$ cat config.mk
export PLATFORM = sky130hd
export DESIGN_NAME = fxp64s_shift_arbiter_flat
export DESIGN_NICKNAME = d
export VERILOG_FILES = /design/src/rtl/fxp64s_shift_arbiter_pkg.sv /design/src/rtl/fxp64s_shift_arbiter_if.sv /design/src/rtl/fxp64s_rr_arb.sv /design/src/rtl/fxp64s_var_shifter.sv /design/src/rtl/fxp64s_shift_arbiter.sv /design/src/flat_wrapper.sv
export SDC_FILE = /design/constraint.sdc
export NUM_CORES = 1
export LEC_CHECK = 0
export ABC_CLOCK_PERIOD_IN_PS = 2400
export CORE_AREA = 8 8 226 228
export DETAILED_ROUTE_END_ITERATION = 10
export DIE_AREA = 0 0 234 236
export DONT_BUFFER_PORTS = 1
export PLACE_DENSITY = 0.62
export SKIP_CTS_REPAIR_TIMING = 1
export SYNTH_ARGS = -nofsm -noshare
export SYNTH_HDL_FRONTEND = slang
export SYNTH_HIERARCHICAL = 1
export SYNTH_SLANG_ARGS = --single-unit
$ cat constraint.sdc
create_clock -name clk -period 2.4 [get_ports clk]
set_input_delay 0.24 -clock clk [delete_from_list [all_inputs] [get_ports clk]]
set_output_delay 0.24 -clock clk [all_outputs]
set_load 0.005 [all_outputs]
$ cat src/rtl/fxp64s_shift_arbiter_pkg.sv
// Shared fxp64s definitions: operand widths, field positions and the
// reference shift function used by the shifter datapath.
package fxp64s_shift_arbiter_pkg;

    localparam int FXP64S_WIDTH = 64;   // operand / result width
    localparam int FXP64S_ADDR  = 6;    // shift-amount bits that address a legal distance
    localparam int FXP64S_SIGN  = 63;   // sign bit position
    localparam int FXP64S_MAG   = 63;   // number of magnitude bits below the sign

    typedef logic [FXP64S_WIDTH-1:0] fxp64s_t;

    // Left shifts keep the sign bit and drop magnitude bits that fall off the
    // top (no saturation). Right shifts are arithmetic. Any distance of 64 or
    // more flushes the whole word, sign included.
    function automatic fxp64s_t fxp64s_shift(fxp64s_t data, fxp64s_t shift, logic sign);
        logic [FXP64S_ADDR-1:0] amt;
        logic [FXP64S_MAG-1:0]  mag;
        fxp64s_t                res;
        amt = shift[FXP64S_ADDR-1:0];
        mag = data[FXP64S_MAG-1:0] << amt;
        if (|shift[FXP64S_WIDTH-1:FXP64S_ADDR]) begin
            res = '0;
        end else if (sign) begin
            res = fxp64s_t'($signed(data) >>> amt);
        end else begin
            res = {data[FXP64S_SIGN], mag};
        end
        return res;
    endfunction

endpackage

$ cat src/rtl/fxp64s_shift_arbiter_if.sv
// Request/response bundle between NREQ requesters and the shared shifter.
// The arbiter uses the slave view; requesters/sink use the master view.
interface fxp64s_shift_arbiter_if #(
    parameter int NREQ = 4,
    parameter int IDW  = 2
);
    logic [NREQ-1:0]    req_valid;
    logic [NREQ-1:0]    req_ready;
    logic [NREQ*64-1:0] req_data;
    logic [NREQ*64-1:0] req_shift;
    logic [NREQ-1:0]    req_sign;
    logic               rsp_valid;
    logic               rsp_ready;
    logic [63:0]        rsp_data;
    logic [IDW-1:0]     rsp_id;

    modport slave (
        input  req_valid, req_data, req_shift, req_sign, rsp_ready,
        output req_ready, rsp_valid, rsp_data, rsp_id
    );

    modport master (
        output req_valid, req_data, req_shift, req_sign, rsp_ready,
        input  req_ready, rsp_valid, rsp_data, rsp_id
    );
endinterface

$ cat src/rtl/fxp64s_rr_arb.sv
// Round-robin picker: first valid requester at or above ptr, with wrap.
// grant is only driven when en is high; grant_id always names the winner.
module fxp64s_rr_arb #(
    parameter int NREQ = 4,
    parameter int IDW  = 2
) (
    input  logic [NREQ-1:0] req_valid,
    input  logic [IDW-1:0]  ptr,
    input  logic            en,
    output logic [NREQ-1:0] grant,
    output logic [IDW-1:0]  grant_id
);

    logic           found;
    int             idx;
    logic [IDW-1:0] idx_w;

    // Search NREQ positions starting at ptr; the first valid one wins.
    always_comb begin
        grant    = '0;
        grant_id = '0;
        found    = 1'b0;
        idx      = 0;
        idx_w    = '0;
        for (int k = 0; k < NREQ; k++) begin
            idx = int'(ptr) + k;
            if (idx >= NREQ) idx = idx - NREQ;
            idx_w = IDW'(idx);
            if (!found && req_valid[idx_w]) begin
                found    = 1'b1;
                grant_id = idx_w;
            end
        end
        if (found && en) grant[grant_id] = 1'b1;
    end

endmodule

$ cat src/rtl/fxp64s_var_shifter.sv
// Combinational fxp64s variable shifter.
module fxp64s_var_shifter
    import fxp64s_shift_arbiter_pkg::*;
(
    input  fxp64s_t data,
    input  fxp64s_t shift,
    input  logic    sign,
    output fxp64s_t result
);

    assign result = fxp64s_shift(data, shift, sign);

endmodule

$ cat src/rtl/fxp64s_shift_arbiter.sv
// Shares one fxp64s shifter among NREQ requesters. S1 registers the granted
// operation, the shifter sits between S1 and S2, S2 drives the response.
module fxp64s_shift_arbiter
    import fxp64s_shift_arbiter_pkg::*;
#(
    parameter int NREQ = 4,
    parameter int IDW  = 2
) (
    input  logic                     clk,
    input  logic                     rstn,   // active-high synchronous reset
    fxp64s_shift_arbiter_if.slave    bus,
    output logic                     busy
);

    logic           s1_v_q, s1_v_d;
    fxp64s_t        s1_data_q, s1_data_d;
    fxp64s_t        s1_shift_q, s1_shift_d;
    logic           s1_sign_q, s1_sign_d;
    logic [IDW-1:0] s1_id_q, s1_id_d;
    logic           s2_v_q, s2_v_d;
    fxp64s_t        s2_data_q, s2_data_d;
    logic [IDW-1:0] s2_id_q, s2_id_d;
    logic [IDW-1:0] ptr_q, ptr_d;

    logic            adv1, adv2, xfer;
    logic [NREQ-1:0] grant;
    logic [IDW-1:0]  grant_id;
    fxp64s_t         shift_res;
    fxp64s_t         req_data_a  [NREQ];
    fxp64s_t         req_shift_a [NREQ];

    // S2 moves when it is empty or being drained; S1 refills whenever it
    // is empty or moving on, so drain and refill can share one cycle.
    assign adv2 = s1_v_q & (~s2_v_q | bus.rsp_ready);
    assign adv1 = ~s1_v_q | adv2;

    // Ready is suppressed during reset so nothing is seen as accepted.
    fxp64s_rr_arb #(.NREQ(NREQ), .IDW(IDW)) u_arb (
        .req_valid (bus.req_valid),
        .ptr       (ptr_q),
        .en        (adv1 & ~rstn),
        .grant     (grant),
        .grant_id  (grant_id)
    );

    assign bus.req_ready = grant;
    assign xfer          = |(bus.req_valid & grant);

    fxp64s_var_shifter u_shift (
        .data   (s1_data_q),
        .shift  (s1_shift_q),
        .sign   (s1_sign_q),
        .result (shift_res)
    );

    // Unpack the flat request buses into per-requester operands.
    always_comb begin
        for (int i = 0; i < NREQ; i++) begin
            req_data_a[i]  = bus.req_data[64*i +: 64];
            req_shift_a[i] = bus.req_shift[64*i +: 64];
        end
    end

    // Next-state for both stages and the round-robin pointer.
    always_comb begin
        s1_v_d     = s1_v_q;
        s1_data_d  = s1_data_q;
        s1_shift_d = s1_shift_q;
        s1_sign_d  = s1_sign_q;
        s1_id_d    = s1_id_q;
        s2_v_d     = s2_v_q;
        s2_data_d  = s2_data_q;
        s2_id_d    = s2_id_q;
        ptr_d      = ptr_q;

        if (adv1) begin
            s1_v_d = xfer;
            if (xfer) begin
                s1_data_d  = req_data_a[grant_id];
                s1_shift_d = req_shift_a[grant_id];
                s1_sign_d  = bus.req_sign[grant_id];
                s1_id_d    = grant_id;
            end
        end

        if (adv2) begin
            s2_v_d    = 1'b1;
            s2_data_d = shift_res;
            s2_id_d   = s1_id_q;
        end else if (bus.rsp_ready) begin
            s2_v_d = 1'b0;
        end

        if (xfer) begin
            ptr_d = (grant_id == IDW'(NREQ-1)) ? '0 : grant_id + 1'b1;
        end
    end

    // State registers; reset discards anything in flight.
    always_ff @(posedge clk) begin
        if (rstn) begin
            s1_v_q     <= 1'b0;
            s1_data_q  <= '0;
            s1_shift_q <= '0;
            s1_sign_q  <= 1'b0;
            s1_id_q    <= '0;
            s2_v_q     <= 1'b0;
            s2_data_q  <= '0;
            s2_id_q    <= '0;
            ptr_q      <= '0;
        end else begin
            s1_v_q     <= s1_v_d;
            s1_data_q  <= s1_data_d;
            s1_shift_q <= s1_shift_d;
            s1_sign_q  <= s1_sign_d;
            s1_id_q    <= s1_id_d;
            s2_v_q     <= s2_v_d;
            s2_data_q  <= s2_data_d;
            s2_id_q    <= s2_id_d;
            ptr_q      <= ptr_d;
        end
    end

    assign bus.rsp_valid = s2_v_q;
    assign bus.rsp_data  = s2_data_q;
    assign bus.rsp_id    = s2_id_q;
    assign busy          = s1_v_q | s2_v_q;

endmodule

$ cat src/flat_wrapper.sv
// flat-port wrapper written by rule: the top's interface ports become plain ports
module fxp64s_shift_arbiter_flat import fxp64s_shift_arbiter_pkg::*;
#(
    parameter int NREQ = 4,
    parameter int IDW  = 2
)
  (clk, rstn, busy, bus_req_valid, bus_req_data, bus_req_shift, bus_req_sign, bus_rsp_ready, bus_req_ready, bus_rsp_valid, bus_rsp_data, bus_rsp_id);
  fxp64s_shift_arbiter_if #(.NREQ(NREQ), .IDW(IDW)) bus_i ();
  input  logic clk;
  input  logic rstn;
  output logic busy;
  input wire logic [$bits(bus_i.req_valid)-1:0] bus_req_valid;
  input wire logic [$bits(bus_i.req_data)-1:0] bus_req_data;
  input wire logic [$bits(bus_i.req_shift)-1:0] bus_req_shift;
  input wire logic [$bits(bus_i.req_sign)-1:0] bus_req_sign;
  input wire logic [$bits(bus_i.rsp_ready)-1:0] bus_rsp_ready;
  output wire logic [$bits(bus_i.req_ready)-1:0] bus_req_ready;
  output wire logic [$bits(bus_i.rsp_valid)-1:0] bus_rsp_valid;
  output wire logic [$bits(bus_i.rsp_data)-1:0] bus_rsp_data;
  output wire logic [$bits(bus_i.rsp_id)-1:0] bus_rsp_id;
  assign bus_i.req_valid = bus_req_valid;
  assign bus_i.req_data = bus_req_data;
  assign bus_i.req_shift = bus_req_shift;
  assign bus_i.req_sign = bus_req_sign;
  assign bus_i.rsp_ready = bus_rsp_ready;
  assign bus_req_ready = bus_i.req_ready;
  assign bus_rsp_valid = bus_i.rsp_valid;
  assign bus_rsp_data = bus_i.rsp_data;
  assign bus_rsp_id = bus_i.rsp_id;
  fxp64s_shift_arbiter #(.NREQ(NREQ), .IDW(IDW)) u_core (.clk(clk), .rstn(rstn), .bus(bus_i), .busy(busy));
endmodule
==> impl_metrics.env, run 1 <==
export IMPL_avgSynthCellArea_sq_um=8.60
export IMPL_ys_warn_count=6
export IMPL_netlist_instances=2586
export IMPL_cts_num_sinks=201
export IMPL_synthFlopType="dfxtp_1"
export IMPL_h_tree_depth=1
export IMPL_initial_core_util_pct=47.0
export IMPL_crit_endpoint="u_core/bus.rsp_data[44]$_SDFFE_PP0P_/D"
export IMPL_clk_path_buf_depth=3
export IMPL_async_flop_share_pct=0
export IMPL_synth_edff_count=0
export IMPL_yosys_cell_types_count=86
export IMPL_worst_endpoint_kind="register input"
export IMPL_cts_buffers=26
export IMPL_syn_nets=3110
export IMPL_outcome="aborted with a tool error"
export IMPL_die_w_um=234
export IMPL_lastStage="global routing (5_1_grt)"
export IMPL_rows=80
export IMPL_io_pins=595
export IMPL_firstError="[ERROR GRT-0232] Routing congestion too high. Check the congestion heatmap in the GUI."
export IMPL_dpl_hpwl_mm=114
export IMPL_io_buffers=0
export IMPL_antenna_found_initial=82
export IMPL_postPlaceCellArea_sq_um=26800
export IMPL_grt_max_degree=202
export IMPL_overflow=82
export IMPL_gp_congestion=1.17
export IMPL_synth_seq_area_share_pct=18.1
export IMPL_synthesis_area_sq_um=22200
export IMPL_ys_seq_elements=201
export IMPL_clockRootBuffer="clkbuf_16"
export IMPL_die_h_um=236
export IMPL_gr_usage_all_layers_pct=76.1
## synthesized netlist by cell type (19+ instances only)
master | n | share of area [%]
mux2_2 | 84 | 4.3
nor2b_1 | 139 | 3.9
a211oi_1 | 24 | 0.81
buf_2 | 63 | 1.4
nand2_1 | 272 | 4.6
nand3_1 | 351 | 7.9
mux2i_1 | 96 | 4.3
a31oi_1 | 23 | 0.65
o2111ai_1 | 134 | 5.3
dfxtp_1 | 201 | 18
a21oi_1 | 128 | 2.9
o22ai_1 | 39 | 1.1
o21ai_0 | 111 | 2.5
a221oi_1 | 27 | 1.1
nor2_1 | 130 | 2.2
buf_1 | 29 | 0.49
nor3_1 | 21 | 0.47
clkbuf_1 | 182 | 3.1
o211ai_1 | 20 | 0.67
mux4_2 | 236 | 24
buf_6 | 19 | 0.96
## layer usage
metal / GRT overflow / global-route usage (%)
met5: 1 / 43.9
met4: 37 / 70.9
met3: 8 / 66.8
met2: 34 / 87.1
met1: 2 / 77.3
## metrics by stage
stage	hold WS (ns)	instances	setup TNS, ns	worst slack (ns)	util (%)
after floorplan	0.435	2586	-0.220	-0.0574	-
after global placement	0.342	3516	-29.17	-0.746	56.6
after detailed placement	0.347	3516	-35.76	-0.781	56.6
after CTS	-0.285	3564	-43.31	-0.807	58.6
## logic make-up after synthesis
group	after synthesis	share of synthesized area, %
mux	423	33.2
flops	201	18.1
buf+inv	323	6.78
simple gates	988	21.3
fa+ha+maj	1	0.0562
compound gates	650	20.6
==> run 2: changes to the inputs <==
--- a/config.mk
+++ b/config.mk
@@ -5,12 +5,12 @@
 export SDC_FILE = /design/constraint.sdc
 export NUM_CORES = 1
 export LEC_CHECK = 0
-export ABC_CLOCK_PERIOD_IN_PS = 2400
-export CORE_AREA = 8 8 226 228
+export ABC_CLOCK_PERIOD_IN_PS = 3100
+export CORE_MARGIN = 8
+export CORE_UTILIZATION = 40
 export DETAILED_ROUTE_END_ITERATION = 10
-export DIE_AREA = 0 0 234 236
 export DONT_BUFFER_PORTS = 1
-export PLACE_DENSITY = 0.62
+export PLACE_DENSITY_LB_ADDON = 0.15
 export SKIP_CTS_REPAIR_TIMING = 1
 export SYNTH_ARGS = -nofsm -noshare
 export SYNTH_HDL_FRONTEND = slang
==> constraint.sdc (replaced) <==
create_clock -name clk -period 3.1 [get_ports clk]
set_input_delay 0.31 -clock clk [delete_from_list [all_inputs] [get_ports clk]]
set_output_delay 0.31 -clock clk [all_outputs]
set_load 0.005 [all_outputs]
==> run 2 against run 1 <==
Effect of this change: the flow now finishes, with violations (negative hold slack); synthesized area stayed put; synthesized cell count stayed put.
==> impl_metrics.env, run 2 <==
export IMPL_wl_per_cell_um=35.3
export IMPL_holdPathEnd="u_core/bus.rsp_data[59]"
export IMPL_yosys_cell_types_count=86
export IMPL_r2r_start="u_core/s1_shift_q[0]"
export IMPL_ys_top_cells_by_count="nand3_1, nand2_1, mux4_2"
export IMPL_dpl_cell_count=3405
export IMPL_setup_worst_path_end_class="flop"
export IMPL_final_antenna_net_count=0
export IMPL_drv_cap=0
export IMPL_multi_input_area_sq_um=16900
export IMPL_r2r_slack_ns=0.01
export IMPL_crit_required_ns=3.53
export IMPL_path_delay_family="compound AO/OA/AOI/OAI gates"
export IMPL_worst_ir_drop_vdd_v=0.000390
export IMPL_n_fill_cell=5398
export IMPL_hold_violations=66
export IMPL_finalSetupViolCount=0
export IMPL_ys_seq_elements=201
export IMPL_area_growth_pct=17.6
export IMPL_reg2reg_depth=12
export IMPL_io_pins=595
export IMPL_initial_core_util_pct=40.4
export IMPL_hold_path_depth=1
export IMPL_clk_path_buf_depth=3
export IMPL_core_area_sq_um=55100
export IMPL_setup_ws_ns=0.0127
export IMPL_power_mw=14.2
export IMPL_cts_num_sinks=201
export IMPL_grt_pass1_wl_mm=173
export IMPL_final_common_cell="nand3_1"
export IMPL_nets=3222
export IMPL_tightest_slew_ns=0.905
export IMPL_overflow=0
export IMPL_cpMostUsedCell="buf_4"
export IMPL_ys_top_cells_by_area="mux4_2, dfxtp_1, nand3_1"
export IMPL_netlist_instances=2586
export IMPL_slowest_stage="o221ai_1"
export IMPL_critPathArrivalTime_ns=3.52
export IMPL_synth_edff_count=0
export IMPL_skew_ns=0.0302
export IMPL_rows=86
export IMPL_final_cell_mix="nand3_1, buf_4, nand2_1"
export IMPL_critical_path_startpoint="u_core/s1_shift_q[0]"
export IMPL_startpoint_type="flop"
export IMPL_antenna_found_initial=25
export IMPL_crit_fanout=13
export IMPL_clk_latency_ns=0.57
export IMPL_p_leak_nw=9.21
export IMPL_async_flop_share_pct=0
export IMPL_layout_area_seq_sq_um=4040
export IMPL_max_stage_delay_ns=0.58
export IMPL_synth_most_common_cell="nand3_1"
export IMPL_outcome="finished, violations left"
export IMPL_hp_class="input port to flop"
export IMPL_dieArea_sq_um=63400
export IMPL_clkTransAtPathRegs_ns=0.07
export IMPL_critical_path_class="flop to flop"
export IMPL_cts_buffers=25
export IMPL_crit_chain="buf_12 > buf_4 > or2_1 > buf_4 > buf_4 > o221ai_1 > a211oi_1 > a21oi_1 > o221ai_1 > buf_4 > nand3_1 > a21oi_1"
export IMPL_gp_congestion=1.08
export IMPL_fin_cells=3485
export IMPL_syn_nets=3110
export IMPL_timing_fmax_mhz=324
export IMPL_drc=0
export IMPL_power_density_nw_per_um2=542
export IMPL_grt_pass1_vias=23400
export IMPL_violations="negative hold slack"
export IMPL_synthFlopType="dfxtp_1"
export IMPL_viasPerCell=7.05
export IMPL_clockRootBuffer="clkbuf_16"
export IMPL_avgSynthCellArea_sq_um=8.60
export IMPL_cts_tree="built"
export IMPL_die_w_um=252
export IMPL_ys_warn_count=6
export IMPL_post_route_period_util_pct=99.6
export IMPL_maxSlewHeadroom_pct=39.7
export IMPL_drt_iter0_markers=3455
export IMPL_synth_seq_area_share_pct=18.1
export IMPL_worstPathBufferInverterCount=5
export IMPL_grt_max_degree=202
export IMPL_firstDrtPassIters=6
export IMPL_synth_area_leader_cell="mux4_2"
export IMPL_slew_violations=0
export IMPL_dpl_hpwl_mm=96.5
export IMPL_h_tree_depth=1
export IMPL_gr_usage_all_layers_pct=36.7
export IMPL_synthesis_area_sq_um=22200
export IMPL_io_buffers=0
export IMPL_drive_gt1_share_pct=29.6
export IMPL_holdWs_ns=-0.136
export IMPL_dr_total_vias=24600
export IMPL_min_from="rstn"
export IMPL_reg2reg_to="u_core/bus.rsp_data[12]"
export IMPL_netlist_area_leader_share_pct=23.9
export IMPL_dp_slack_ns=-0.249
export IMPL_wl_mm=123
export IMPL_die_h_um=252
export IMPL_period_minus_slack_ns=3.09
[run 2: cell counts after synthesis]
No cell type changed its count.
[run 2: power breakdown]
group / switching [mW] / total, mW / internal, mW
Sequential: 0.464 / 3.30 / 2.83
Clock: 1.23 / 2.84 / 1.60
Combinational: 4.55 / 8.05 / 3.50
[run 2: layout make-up]
class,instances,share of cell area [%]
clock inverter,12,0.273
timing repair buffer,392,13.1
antenna,20,0.191
inverter,16,0.249
multi-input combinational,2062,64.5
clock buffer,34,2.71
sequential,201,15.4
tap,748,3.58
[run 2: logic make-up (layout without fill, tap and decap cells)]
family | count (synthesis) | in the layout | synth area share (%)
AND/OR/NAND/NOR | 988 | 988 | 21.3
AO/OA/AOI/OAI | 650 | 650 | 20.6
multiplexers | 423 | 423 | 33.2
buffers and inverters | 323 | 454 | 6.78
flip-flops | 201 | 201 | 18.1
adder cells (fa/ha/maj) | 1 | 1 | 0.0562
other | 0 | 20 | 0
[run 2: worst max-delay path by stage]
stage	to	slack, ns	cells after the start
after floorplan	u_core/s1_shift_q[11]	0.53	13
after global placement	u_core/bus.rsp_data[20]	-0.27	11
after detailed placement	u_core/bus.rsp_data[20]	-0.25	11
after CTS	u_core/bus.rsp_data[20]	-0.27	11
after global routing	u_core/bus.rsp_data[20]	-0.01	10
final	u_core/bus.rsp_data[12]	0.01	12
[run 2: layer usage]
metal  track usage, %  routed length [um]  vias up
li1                 -                   -    10400
met1             45.9               46600    12200
met2             59.4               57300     1664
met3             5.74               10400      320
met4             22.2                8840       10
met5                0                  67        -
[run 2: through the flow]
| stage | setup TNS, ns | cell area [sq um] | utilization, % |
|---|---|---|---|
| after floorplan | 0 | 22200 | - |
| after global placement | -0.922 | 25100 | 45.5 |
| after detailed placement | -0.830 | 25100 | 45.5 |
| after CTS | -0.989 | 25900 | 46.9 |
| after global routing | -0.0301 | 26200 | 47.5 |
| final | 0 | 26200 | 47.5 |
[run 2: worst reg2reg max path: cells and delay by family, from the launching register on]
kind / cells / cell delay [ns]
and+or+nand+nor: 2 / 0.39
AOI/OAI and AO/OA: 5 / 1.32
buffers and inverters: 5 / 0.86
DFF: 1 / 0.39
Power figures use the tool's default switching activity.
